### src/rtl/pll_phase_ctrl.sv
// PLL dynamic phase-shift sequencer with lock qualification and qualified system reset.
// Optional lock-loss counter output enabled by defining PLL_PHASE_LOSSCNT_EN.
module pll_phase_ctrl #(
    parameter int SETUP_CYC   = 4,
    parameter int PULSE_CYC   = 4,
    parameter int LOCK_FILTER = 16
) (
    input  logic       clkin,
    input  logic       resetn,
    input  logic       locked,
    input  logic       req_valid,
    input  logic [1:0] req_sel,
    input  logic       req_dir,
    input  logic [3:0] req_steps,
    output logic       req_ready,
    output logic       busy,
    output logic       done,
    output logic       abort,
    output logic       sys_resetn,
    output logic [1:0] phasesel,
    output logic       phasedir,
    output logic       phasestep
`ifdef PLL_PHASE_LOSSCNT_EN
    ,
    output logic [7:0] loss_cnt
`endif
);

    localparam int LOCK_W  = $clog2(LOCK_FILTER + 1);
    localparam int CYC_MAX = (SETUP_CYC > PULSE_CYC) ? SETUP_CYC : PULSE_CYC;
    localparam int CYC_W   = (CYC_MAX > 1) ? $clog2(CYC_MAX) : 1;

    typedef enum logic [2:0] {
        IDLE,
        SETUP,
        PULSE,
        GAP,
        DONE
    } state_t;

    state_t            state;
    state_t            nextState;
    logic              lockMeta;
    logic              lockS;
    logic [LOCK_W-1:0] lockCnt;
    logic              lockOk;
    logic [CYC_W-1:0]  cycCnt;
    logic [3:0]        stepsLeft;
    logic              accept;
    logic              abortNext;
    logic              stepLowNext;
    logic              setupLast;
    logic              pulseLast;
    logic              seqActive;

    // Two-flop synchroniser for the asynchronous PLL lock.
    // NOTE: sequential state always uses non-blocking assignment so every flop samples pre-edge values.
    always_ff @(posedge clkin or negedge resetn) begin
        if (!resetn) begin
            lockMeta <= 1'b0;
            lockS    <= 1'b0;
        end else begin
            lockMeta <= locked;
            lockS    <= lockMeta;
        end
    end

    // Consecutive-high filter; a single low sample restarts qualification.
    always_ff @(posedge clkin or negedge resetn) begin
        if (!resetn) begin
            lockCnt <= '0;
        end else if (!lockS) begin
            lockCnt <= '0;
        end else if (lockCnt != LOCK_W'(LOCK_FILTER)) begin
            lockCnt <= lockCnt + 1'b1;
        end
    end

    assign lockOk = lockS && (lockCnt == LOCK_W'(LOCK_FILTER));

    always_ff @(posedge clkin or negedge resetn) begin
        if (!resetn) begin
            sys_resetn <= 1'b0;
        end else begin
            sys_resetn <= lockOk;
        end
    end

    assign setupLast = (cycCnt == CYC_W'(SETUP_CYC - 1));
    assign pulseLast = (cycCnt == CYC_W'(PULSE_CYC - 1));
    assign seqActive = (state == SETUP) || (state == PULSE) || (state == GAP);

    always_ff @(posedge clkin or negedge resetn) begin
        if (!resetn) begin
            state <= IDLE;
        end else begin
            state <= nextState;
        end
    end

    // NOTE: every output of this block gets a default first so no path leaves a latch behind.
    always_comb begin
        nextState   = state;
        accept      = 1'b0;
        abortNext   = 1'b0;
        req_ready   = 1'b0;
        busy        = 1'b1;
        done        = 1'b0;
        stepLowNext = 1'b0;
        case (state)
            IDLE: begin
                busy      = 1'b0;
                req_ready = lockOk;
                if (req_valid && lockOk) begin
                    accept    = 1'b1;
                    nextState = (req_steps != 4'd0) ? SETUP : DONE;
                end
            end
            SETUP: begin
                if (!lockOk) begin
                    nextState = IDLE;
                end else if (setupLast) begin
                    nextState = PULSE;
                end
            end
            PULSE: begin
                stepLowNext = lockOk;
                if (!lockOk) begin
                    nextState = IDLE;
                end else if (pulseLast) begin
                    nextState = GAP;
                end
            end
            GAP: begin
                if (!lockOk) begin
                    nextState = IDLE;
                end else if (pulseLast) begin
                    nextState = (stepsLeft != 4'd0) ? PULSE : DONE;
                end
            end
            DONE: begin
                done      = 1'b1;
                nextState = IDLE;
            end
            default: begin
                nextState = IDLE;
            end
        endcase
        abortNext = seqActive && !lockOk;
    end

    // Cycle counter restarts on every state change.
    always_ff @(posedge clkin or negedge resetn) begin
        if (!resetn) begin
            cycCnt <= '0;
        end else if ((state != nextState) || (state == IDLE)) begin
            cycCnt <= '0;
        end else begin
            cycCnt <= cycCnt + 1'b1;
        end
    end

    always_ff @(posedge clkin or negedge resetn) begin
        if (!resetn) begin
            phasesel  <= 2'd0;
            phasedir  <= 1'b1;
            stepsLeft <= 4'd0;
        end else if (accept) begin
            phasesel  <= req_sel;
            phasedir  <= req_dir;
            stepsLeft <= req_steps;
        end else if ((state == PULSE) && (nextState == GAP)) begin
            stepsLeft <= stepsLeft - 4'd1;
        end
    end

    // Registered strobe: the low pulse trails PULSE by one cycle, giving SETUP_CYC+1 of setup.
    always_ff @(posedge clkin or negedge resetn) begin
        if (!resetn) begin
            phasestep <= 1'b1;
            abort     <= 1'b0;
        end else begin
            phasestep <= !stepLowNext;
            abort     <= abortNext;
        end
    end

`ifdef PLL_PHASE_LOSSCNT_EN
    logic lockOkQ;

    always_ff @(posedge clkin or negedge resetn) begin
        if (!resetn) begin
            lockOkQ  <= 1'b0;
            loss_cnt <= 8'd0;
        end else begin
            lockOkQ <= lockOk;
            if (lockOkQ && !lockOk && (loss_cnt != 8'hFF)) begin
                loss_cnt <= loss_cnt + 8'd1;
            end
        end
    end
`endif

endmodule

### config.mk
export PLATFORM = sky130hd
export DESIGN_NAME = pll_phase_ctrl
export DESIGN_NICKNAME = d
export VERILOG_FILES = /design/src/rtl/pll_phase_ctrl.sv
export SDC_FILE = /design/constraint.sdc
export NUM_CORES = 1
export LEC_CHECK = 0
export BUFFER_PORTS_ARGS = -buffer_cell sky130_fd_sc_hd__buf_2
export CAP_MARGIN = 20
export CORE_MARGIN = 3
export CORE_UTILIZATION = 45
export CTS_BUF_LIST = sky130_fd_sc_hd__clkbuf_4
export DETAILED_ROUTE_END_ITERATION = 10
export PLACE_DENSITY = 0.69
export SLEW_MARGIN = 20
export SYNTH_ARGS = -nofsm -noshare
export SYNTH_HDL_FRONTEND = slang
export SYNTH_SLANG_ARGS = --single-unit
### constraint.sdc
create_clock -name clkin -period 1.9 [get_ports clkin]
set_input_delay 0.57 -clock clkin [delete_from_list [all_inputs] [get_ports clkin]]
set_output_delay 0.57 -clock clkin [all_outputs]
set_load 0.05 [all_outputs]
# After elaboration in Yosys (flattened, before gate mapping)
# Cells that the tools add are included.
# totals
regBits,22
in_bits,11
# op_classes
addsub,3
eq_ne,10
mux,21
reduce_logical,13
# ops
operator,count
$mux 3,9
$pmux 3 s4,1
$mux 5,2
$eq 3x2->1 const B,3
$mux 4,2
$reduce_bool 4->1,2
$mux 1,6
$add 5x1->5 const B,1
$eq 5x5->1 const B,1
$ne 5x5->1 const B,1
$logic_and 1x1->1,4
$sub 4x1->4 const B,1
$eq 3x1->1 const B,1
$eq 3x3->1 const B,1
$logic_not 3->1,1
$logic_or 1x1->1,3
$ne 3x3->1,1
$add 2x1->2 const B,1
$eq 2x2->1 const B,1
$logic_not 1->1,2
$mux 2,1
$ne 2x1->1 const B,1
$reduce_bool 2->1,1

# Longest topological paths before layout
# Gate-level depths: netlist of run 1.
# depth
ltp_word,9
ltp_mapped,8
depth_no_buf,7

# Worst setup path after synthesis of run 1
# OpenSTA, ideal clock, no wires.
# synth_timing
path_kind,reg-to-output
startpoint,reg state[0]
endpoint,out req_ready
t_arrival_ps,1824
path_slack_ps,-494
stages_incl_launch_ff,5
cell_sequence,dfrtp_1 clkbuf_1 nor3_1 inv_1 nor2_1
# synth_via
elab_chain_cells,2
# synth_rtl
item,line,rtl
"start, declared",41,state_t state;
"start signal, assigned",97,state <= nextState;
$logic_not 3->1,110,case (state)
$mux 1,110,
"end, declared",15,"output logic req_ready,"
# No other way between the ends.

# Final worst setup path of run 1
# layout_timing
startpoint,reg lockCnt[0]
endpoint,out req_ready
# layout_via
elab_chain_cells,3
# layout_rtl
item,line,rtl
"start, declared",45,logic [LOCK_W-1:0] lockCnt;
"start signal, assigned",75,lockCnt <= lockCnt + 1'b1;
$eq 5x5->1,79,assign lockOk = lockS && (lockCnt == LOCK_W'(LOCK_FILTER));
$logic_and 1x1->1,79,
$mux 1,110,
# No other way between the ends.

==> flow_metrics.env, run 1 <==
export IMPL_grt_pass1_wl_um=4520
export IMPL_nets=169
export IMPL_place_congestion=0.739
export IMPL_die_area_mm2=0.00317
export IMPL_clock_sinks=22
export IMPL_peakVddDrop_v=0.000389
export IMPL_via_per_inst=5.38
export IMPL_wl_um=2700
export IMPL_chipHeight_um=56.3
export IMPL_syn_num_nets=127
export IMPL_r2r_end="stepsLeft[3]"
export IMPL_synth_simple_area_share_pct=26.6
export IMPL_seq_area_frac_synth_pct=48.6
export IMPL_ant_nets=0
export IMPL_intPower_uw=592
export IMPL_yosysTopAreaCell="dfrtp_1"
export IMPL_vias=973
export IMPL_maxCapViolations=0
export IMPL_power_density_mw_per_mm2=505
export IMPL_p_sw_uw=184
export IMPL_yosysMostFrequentCell="dfrtp_1"
export IMPL_power_clock_fraction_pct=27.9
export IMPL_r2r_worst_path_cells=9
export IMPL_startpoint="lockCnt[0]"
export IMPL_drc=0
export IMPL_grt_start_max_net_pins=23
export IMPL_root_buffer="clkbuf_4"
export IMPL_max_slew_margin_rel_pct=66.9
export IMPL_io_pins=20
export IMPL_violations="setup timing"
export IMPL_setup_tns_final_ns=-0.427
export IMPL_core_region_area_mm2=0.00230
export IMPL_synthMuxAreaShare_pct=0.880
export IMPL_arrival_ns=1.50
export IMPL_layout_drive_gt1_share_pct=45.1
export IMPL_io_buffer_count=19
export IMPL_drv_slew=0
export IMPL_seqPwrFrac_pct=62.7
export IMPL_synth_compound_area_share_pct=10.6
export IMPL_synth_seq_cells=22
export IMPL_worst_slack_ns=-0.171
export IMPL_clock_path_buffers=2
export IMPL_start_util_pct=49.5
export IMPL_cp_end_kind="primary output"
export IMPL_timing_rr_start="lockCnt[0]"
export IMPL_period_share_pct=109
export IMPL_finalCriticalPeriod_ns=2.07
export IMPL_netlist_instances=112
export IMPL_synth_xor_area_share_pct=3.08
export IMPL_wl_per_cell_um=14.9
export IMPL_status="finished, violations left"
export IMPL_cts_tree="built"
export IMPL_placed_area_mm2=0.00137
export IMPL_fin_area_mm2=0.00154
export IMPL_netlist_area_leader_share_pct=44.0
export IMPL_path_class="reg -> out"
export IMPL_r2r_setup_slack_ns=-0.16
export IMPL_cts_made_buffers=3
export IMPL_area_growth_pct=35.2
export IMPL_cts_max_level=1
export IMPL_num_antenna_cells=0
export IMPL_dp_hpwl_um=1840
export IMPL_comb_power_share_pct=9.4
export IMPL_fin_skew_ns=0.00505
export IMPL_clkLatencyLatePin_ns=0.31
export IMPL_p_sw_share_pct=23.8
export IMPL_finalHoldViolCount=0
export IMPL_antenna_found_initial=0
export IMPL_tightestPinTransition_ns=0.497
export IMPL_die_x_um=56.3
export IMPL_total_power_uw=776
export IMPL_yosys_top_cells_count="dfrtp_1, nand2_1, inv_1, nor2_1"
export IMPL_grt_pass1_vias=979
export IMPL_synth_top_family_by_area="simple AND/OR/NAND/NOR gates"
export IMPL_critPathRequiredTime_ns=1.33
export IMPL_syn_area_mm2=0.00114
export IMPL_setup_viol=3
export IMPL_post_route_util_pct=66.9
export IMPL_path_max_fanout=2
export IMPL_async_flop_share_pct=100
export IMPL_ys_warn_count=0
export IMPL_rsz0062_at_grt="true"
export IMPL_row_count=17
export IMPL_critPathCapture="req_ready"
export IMPL_synth_avg_cell_area_um2=10.2
export IMPL_max_freq_mhz=483
export IMPL_ys_flop_type="dfrtp_1"
export IMPL_worstSetupStartpointType="register"
export IMPL_p_leak_uw=0.000763
export IMPL_cts_clk_slew_worst_paths_ns=0.12
export IMPL_synth_fa_ha_area_share_pct=4.40
export IMPL_synth_area_top_cells="dfrtp_1, dfstp_2, ha_1"
export IMPL_hp_class="in -> async"
export IMPL_synth_edf_count=0
export IMPL_grt_use_total_pct=18.3
export IMPL_drtIter0Drc=21
export IMPL_first_pass_iters=4
export IMPL_hold_buffers=0
export IMPL_grt_overflow=0
export IMPL_synth_cell_types=40
-- through the flow --
stage	std cells	setup slack [ns]	hold WS, ns
floorplan	112	0.0201	0.274
global placement	169	-0.147	0.334
detailed placement	169	-0.284	0.350
CTS	178	-0.196	0.210
global route	181	-0.257	0.215
finish	181	-0.171	0.199
-- metal layers --
layer | vias to the layer above | wire, um | global-route usage (%)
met1 | 474 | 1210 | 23.5
met5 | - | 0 | 0
met3 | 4 | 69 | 2.76
met4 | 0 | 42 | 8.47
met2 | 15 | 1380 | 30.1
li1 | 480 | - | -
-- sequential cells by signal, indices dropped and copies added (netlist names) --
signal,count
cycCnt,2
lockMeta,1
abort,1
sys_resetn,1
lockS,1
phasedir,1
phasesel,2
stepsLeft,4
lockCnt,5
phasestep,1
state,3
-- final cells by class --
cell class / count / area [um2]
Timing Repair Buffer: 42 / 309
Sequential cell: 22 / 557
Multi-Input combinational cell: 75 / 573
Clock inverter: 1 / 3.75
Fill cell: 178 / 759
Clock buffer: 3 / 22.5
Tap cell: 28 / 35.0
Inverter: 10 / 37.5
-- worst min path at each step --
stage	startpoint	to	slack (ns)
6_report	resetn	lockCnt[4]	0.20
5_1_grt	resetn	lockCnt[4]	0.21
4_1_cts	resetn	lockCnt[4]	0.21
3_5_place_dp	lockMeta	lockS	0.35
3_3_place_gp	lockMeta	lockS	0.33
2_1_floorplan	resetn	abort	0.27
-- logic make-up after synthesis --
kind of cell               count (synthesis)
and+or+nand+nor                           49
adders and majority gates                  4
AOI/OAI and AO/OA                         17
muxes                                      1
buffers and inverters                     15
DFF                                       22
xor gates and xnor gates                   4
-- worst max-delay path: stages, from the launching register on --
cell,delay [ns]
dfrtp_1,0.39
inv_1,0.07
ha_1,0.14
and4bb_4,0.25
nand2_2,0.08
nor2_4,0.10
buf_6,0.16
-- power by group through the flow --
stage               Combinational (uW)  Clock, uW  Sequential, uW
floorplan                         27.6          0             494
global placement                  65.9          0             494
detailed placement                69.4          0             495
CTS                               70.6        227             486
global route                      83.5        249             488
finish                            73.1        217             486
-- cells in the final DEF (no fill, tap or decap), types with 4 or more instances in the layout --
| master | Yosys | final |
|---|---|---|
| dfrtp_1 | 20 | 17 |
| inv_1 | 9 | 8 |
| ha_1 | 4 | 4 |
| buf_4 | 0 | 19 |
| buf_6 | 1 | 5 |
| buf_2 | 2 | 16 |
| nand2_1 | 12 | 11 |
| a31oi_1 | 4 | 4 |
| nand3_1 | 4 | 4 |
-- timing repair --
action / in CTS / in global routing
endpoints found under the setup margin: 7 / 9
buffers inserted: 5 / 3
resized for setup: 13 / 16
pin swaps: 5 / 2
Note: power is estimated with default switching activity, not from simulation.
==> run 2, diff against run 1 <==
SETUP_SLACK_MARGIN = 0.4   (was not set)
==> run 2 against run 1 <==
Effect of this change: the run still ends with setup timing left; global-route usage fell by 1.2 points; non-clock buffer count rose by 1; sequential cell count unchanged; register-to-register slack gained 0.12 ns; critical path depth unchanged; sequential power about the same; clock power down 3%; hold slack improved by 0.0054 ns; combinational power down 4.4%; sequential share of layout area shrank 1.4 points; critical path type unchanged; largest cell class unchanged.
==> flow_metrics.env, run 2 (synthesis gave the netlist of run 1 again) <==
export IMPL_max_freq_mhz=481
export IMPL_io_pins=20
export IMPL_total_power_uw=767
export IMPL_setup_viol=2
export IMPL_violations="setup timing"
export IMPL_grt_pass1_vias=983
export IMPL_chipHeight_um=56.3
export IMPL_dp_hpwl_um=1700
export IMPL_regArea_um2=557
export IMPL_cts_tree="built"
export IMPL_top_register="lockCnt"
export IMPL_grt_start_max_net_pins=23
export IMPL_wl_per_cell_um=13.5
export IMPL_layout_top_registers="lockCnt: 5 flops, stepsLeft: 4 flops, state: 3 flops"
export IMPL_num_antenna_cells=0
export IMPL_vias=957
export IMPL_path_class="reg -> out"
export IMPL_power_density_mw_per_mm2=480
export IMPL_max_slew_margin_rel_pct=68.8
export IMPL_pre_cts_ws_ns=-0.114
export IMPL_nFillCells=166
export IMPL_multiInputGateArea_um2=582
export IMPL_io_buffer_count=19
export IMPL_hp_class="in -> async"
export IMPL_clock_sinks=22
export IMPL_wl_um=2450
export IMPL_rsz0062_at_grt="true"
export IMPL_worst_slack_ns=-0.178
export IMPL_grt_pass1_wl_um=4320
export IMPL_grt_use_total_pct=17.1
export IMPL_area_growth_pct=40.5
export IMPL_place_congestion=0.753
export IMPL_critPathRequiredTime_ns=1.33
export IMPL_status="finished, violations left"
export IMPL_crit_slowest_cell="dfrtp_1"
export IMPL_path_cells="inv_1 > ha_1 > and4bb_2 > nand2_4 > nor2_4 > buf_8"
export IMPL_p_leak_uw=0.000789
export IMPL_antenna_found_initial=0
export IMPL_drc=0
export IMPL_first_pass_iters=4
export IMPL_clkLatencyLatePin_ns=0.30
export IMPL_slowest_delay_ns=0.40
export IMPL_placed_area_mm2=0.00138
export IMPL_root_buffer="clkbuf_4"
export IMPL_nets=170
export IMPL_start_util_pct=49.5
export IMPL_cts_made_buffers=3
export IMPL_finalHoldViolCount=0
export IMPL_setup_tns_final_ns=-0.222
export IMPL_fin_skew_ns=0.00146
export IMPL_hold_buffers=0
export IMPL_clock_path_buffers=2
export IMPL_tightestPinTransition_ns=0.468
export IMPL_grt_overflow=0
export IMPL_worstSetupStartpointType="register"
export IMPL_arrival_ns=1.51
export IMPL_layout_drive_gt1_share_pct=46.1
export IMPL_maxCapViolations=0
export IMPL_path_max_fanout=2
export IMPL_drv_slew=0
export IMPL_cts_clk_slew_worst_paths_ns=0.12
export IMPL_drtIter0Drc=25
export IMPL_hold_worst_slack_ns=0.204
export IMPL_finalCriticalPeriod_ns=2.08
export IMPL_cts_max_level=1
export IMPL_core_region_area_mm2=0.00230
export IMPL_cp_end_kind="primary output"
export IMPL_layout_common_cells="buf_4, dfrtp_1, nand2_1, buf_2, inv_1"
export IMPL_final_common_cell="buf_4"
export IMPL_fin_area_mm2=0.00160
export IMPL_die_area_mm2=0.00317
export IMPL_row_count=17
export IMPL_ant_nets=0
export IMPL_largest_register_ffs=5
export IMPL_via_per_inst=5.26
export IMPL_period_share_pct=109
export IMPL_die_x_um=56.3
export IMPL_peakVddDrop_v=0.000430
## run 2: stage by stage
step / util (%) / instances
after detailed placement: 60.1 / 168
after global routing: 69.6 / 182
final: 69.6 / 182
after global placement: 60.1 / 168
after floorplan: - / 112
after CTS: 66.7 / 178
## run 2: layout make-up
type / count / area share (%)
clock buffers: 3 / 1.41
inverters: 10 / 2.51
flip-flops and latches: 22 / 34.8
repair buffers: 43 / 22.4
well taps: 28 / 2.19
clock inverters: 1 / 0.235
multi-input cells: 75 / 36.4
## run 2: worst paths after layout
path	from	end	slack (ns)	depth (start not counted)
setup / recovery	lockCnt[0]	req_ready	-0.18	6
hold / removal	resetn	sys_resetn	0.20	1
setup reg to reg	lockCnt[0]	stepsLeft[2]	-0.04	8
hold reg to reg	lockMeta	lockS	0.36	0
max in group asynchronous	resetn	phasedir	1.35	1
min in group clkin	lockMeta	lockS	0.36	0
## run 2: critical path, delay by kind of cell (launching register included)
kind          cells  cell delay [ns]
simple gates      3             0.46
flops             1             0.40
buf+inv           2             0.21
fa+ha+maj         1             0.14
## run 2: report_power, final
| group | switching [uW] | internal (uW) | total [uW] |
|---|---|---|---|
| Clock | 134 | 76.5 | 211 |
| Sequential | 8.38 | 478 | 486 |
| Combinational | 33.7 | 36.1 | 69.9 |
## run 2: per-layer routing
layer	GRT usage [%]	share of wire, %	vias to the layer above
met1	23.6	47	453
met2	26.2	49	20
met5	0	0	-
li1	-	-	482
met3	2.53	3.7	2
met4	8.14	0.49	0
## run 2: timing repair
action | CTS | global route
buffers inserted | 6 | 4
cloned | 0 | 0
endpoints found under the hold margin | 0 | 0
gates resized for setup | 28 | 10
endpoints found under the setup margin | 18 | 24
pin swaps | 4 | 2
==> run 3, diff against run 2 <==
CTS_BUF_LIST = not set   (was sky130_fd_sc_hd__clkbuf_4)
RECOVER_POWER = 25   (was not set)
==> run 3 against run 2 <==
Effect of this change: the run still ends with setup timing left; sequential share of layout area down 2.8 points; sequential cell count stayed put; worst setup slack worse by 0.018 ns; combinational power rose by 5.0%; total power is 8.2% higher; critical endpoint unchanged; largest cell class unchanged; largest power group unchanged.
==> flow_metrics.env, run 3 (synthesis gave the netlist of run 1 again) <==
export IMPL_grt_start_max_net_pins=23
export IMPL_top_register="lockCnt"
export IMPL_power_clock_fraction_pct=32.2
export IMPL_nFillCells=156
export IMPL_cts_max_level=1
export IMPL_peakVddDrop_v=0.000388
export IMPL_wl_per_cell_um=16.1
export IMPL_critPathRequiredTime_ns=1.33
export IMPL_clkLatencyLatePin_ns=0.32
export IMPL_max_slew_margin_rel_pct=24.5
export IMPL_io_buffer_count=19
export IMPL_pre_cts_ws_ns=-0.114
export IMPL_drv_slew=0
export IMPL_core_region_area_mm2=0.00230
export IMPL_seqPwrFrac_pct=59.0
export IMPL_place_inst=168
export IMPL_violations="setup timing"
export IMPL_setup_viol=6
export IMPL_max_freq_mhz=477
export IMPL_finalCriticalPeriod_ns=2.10
export IMPL_io_pins=20
export IMPL_layout_drive_gt1_share_pct=53.1
export IMPL_worst_slack_ns=-0.196
export IMPL_num_antenna_cells=0
export IMPL_die_area_mm2=0.00317
export IMPL_grt_use_total_pct=18.4
export IMPL_status="finished, violations left"
export IMPL_power_density_mw_per_mm2=477
export IMPL_p_leak_uw=0.000855
export IMPL_p_sw_uw=198
export IMPL_place_congestion=0.753
export IMPL_timing_rr_start="lockCnt[0]"
export IMPL_period_share_pct=110
export IMPL_grt_pass1_wl_um=4620
export IMPL_root_buffer="clkbuf_4"
export IMPL_hp_class="in -> reg"
export IMPL_p_sw_share_pct=23.9
export IMPL_start_util_pct=49.5
export IMPL_antenna_found_initial=0
export IMPL_drtIter0Drc=36
export IMPL_maxCapViolations=0
export IMPL_cp_end_kind="primary output"
export IMPL_dp_hpwl_um=1700
export IMPL_arrival_ns=1.53
export IMPL_fin_skew_ns=0.00753
export IMPL_layout_top_registers="lockCnt: 5 flops, stepsLeft: 4 flops, state: 3 flops"
export IMPL_total_power_uw=830
export IMPL_intPower_uw=632
export IMPL_tightestPinTransition_ns=1.13
export IMPL_final_common_cell="buf_4"
export IMPL_worstSetupStartpointType="register"
export IMPL_layoutNonFillerInstCount=190
export IMPL_cts_clk_slew_worst_paths_ns=0.12
export IMPL_hold_worst_slack_ns=0.353
export IMPL_placed_area_mm2=0.00138
export IMPL_finalHoldViolCount=0
export IMPL_vias=1062
export IMPL_nets=178
export IMPL_path_class="reg -> out"
export IMPL_rsz0062_at_grt="true"
export IMPL_first_pass_iters=4
export IMPL_ant_nets=0
export IMPL_wl_um=3060
export IMPL_comb_power_share_pct=8.8
export IMPL_startpoint="lockCnt[0]"
export IMPL_row_count=17
export IMPL_worstHoldStart="locked"
export IMPL_clock_path_buffers=2
export IMPL_layout_common_cells="buf_4, dfrtp_1, nand2_1, buf_2, inv_1"
export IMPL_die_x_um=56.3
export IMPL_drc=0
export IMPL_cts_made_buffers=3
export IMPL_fin_area_mm2=0.00174
export IMPL_grt_overflow=0
export IMPL_cts_tree="built"
export IMPL_grt_pass1_vias=1016
export IMPL_via_per_inst=5.59
export IMPL_path_max_fanout=2
export IMPL_area_growth_pct=52.9
export IMPL_largest_register_ffs=5
export IMPL_chipHeight_um=56.3
export IMPL_clock_sinks=22
## run 3: power groups by stage
stage	Sequential, uW	Combinational (uW)	Clock (uW)
finish	490	73.4	267
global route	491	80.6	296
CTS	486	69.1	263
detailed placement	495	65.4	0
global placement	495	63.6	0
floorplan	494	29.0	0
## run 3: per-layer routing
layer / vias to the layer above / GRT usage [%] / wire length, um
met5: - / 0 / 0
met4: 0 / 8.47 / 92
met2: 43 / 28.9 / 1530
met3: 8 / 3.68 / 180
met1: 513 / 24.5 / 1260
li1: 498 / - / -
## run 3: worst paths after layout
path	to	slack (ns)	cells after the start
setup / recovery	req_ready	-0.20	6
hold / removal	lockMeta	0.35	1
setup reg to reg	stepsLeft[2]	-0.17	9
hold reg to reg	lockS	0.37	0
max in group asynchronous	state[2]	0.71	1
min in group asynchronous	cycCnt[0]	0.43	1
## run 3: worst max-delay path, stage by stage, from the launching register on
cell and delay, ns:
dfrtp_1 0.40, inv_1 0.06, ha_1 0.14, and4bb_2 0.28, nand2_4 0.07, nor2_4 0.11
buf_8 0.15
## run 3: timing repair
item / CTS / global route
endpoints found under the setup margin: 18 / 25
hold buffers: 0 / 0
endpoints found under the hold margin: 0 / 0
pin swaps: 4 / 6
buffers inserted: 10 / 7
resized for setup: 30 / 22
cloned: 0 / 1
## run 3: final cells by class
cell class	instances	area [um2]	area share (%)
Sequential cell	22	557	32.0
Tap cell	28	35.0	2.01
Clock buffer	4	36.3	2.09
Multi-Input combinational cell	75	643	37.0
Timing Repair Buffer	51	428	24.6
Inverter	10	40.0	2.30
## run 3: stage by stage
step | TNS [ns] | util [%]
CTS | -0.202 | 69.1
detailed placement | -0.412 | 60.1
global route | -1.41 | 75.7
floorplan | 0 | -
finish | -0.664 | 75.7
global placement | -0.260 | 60.1
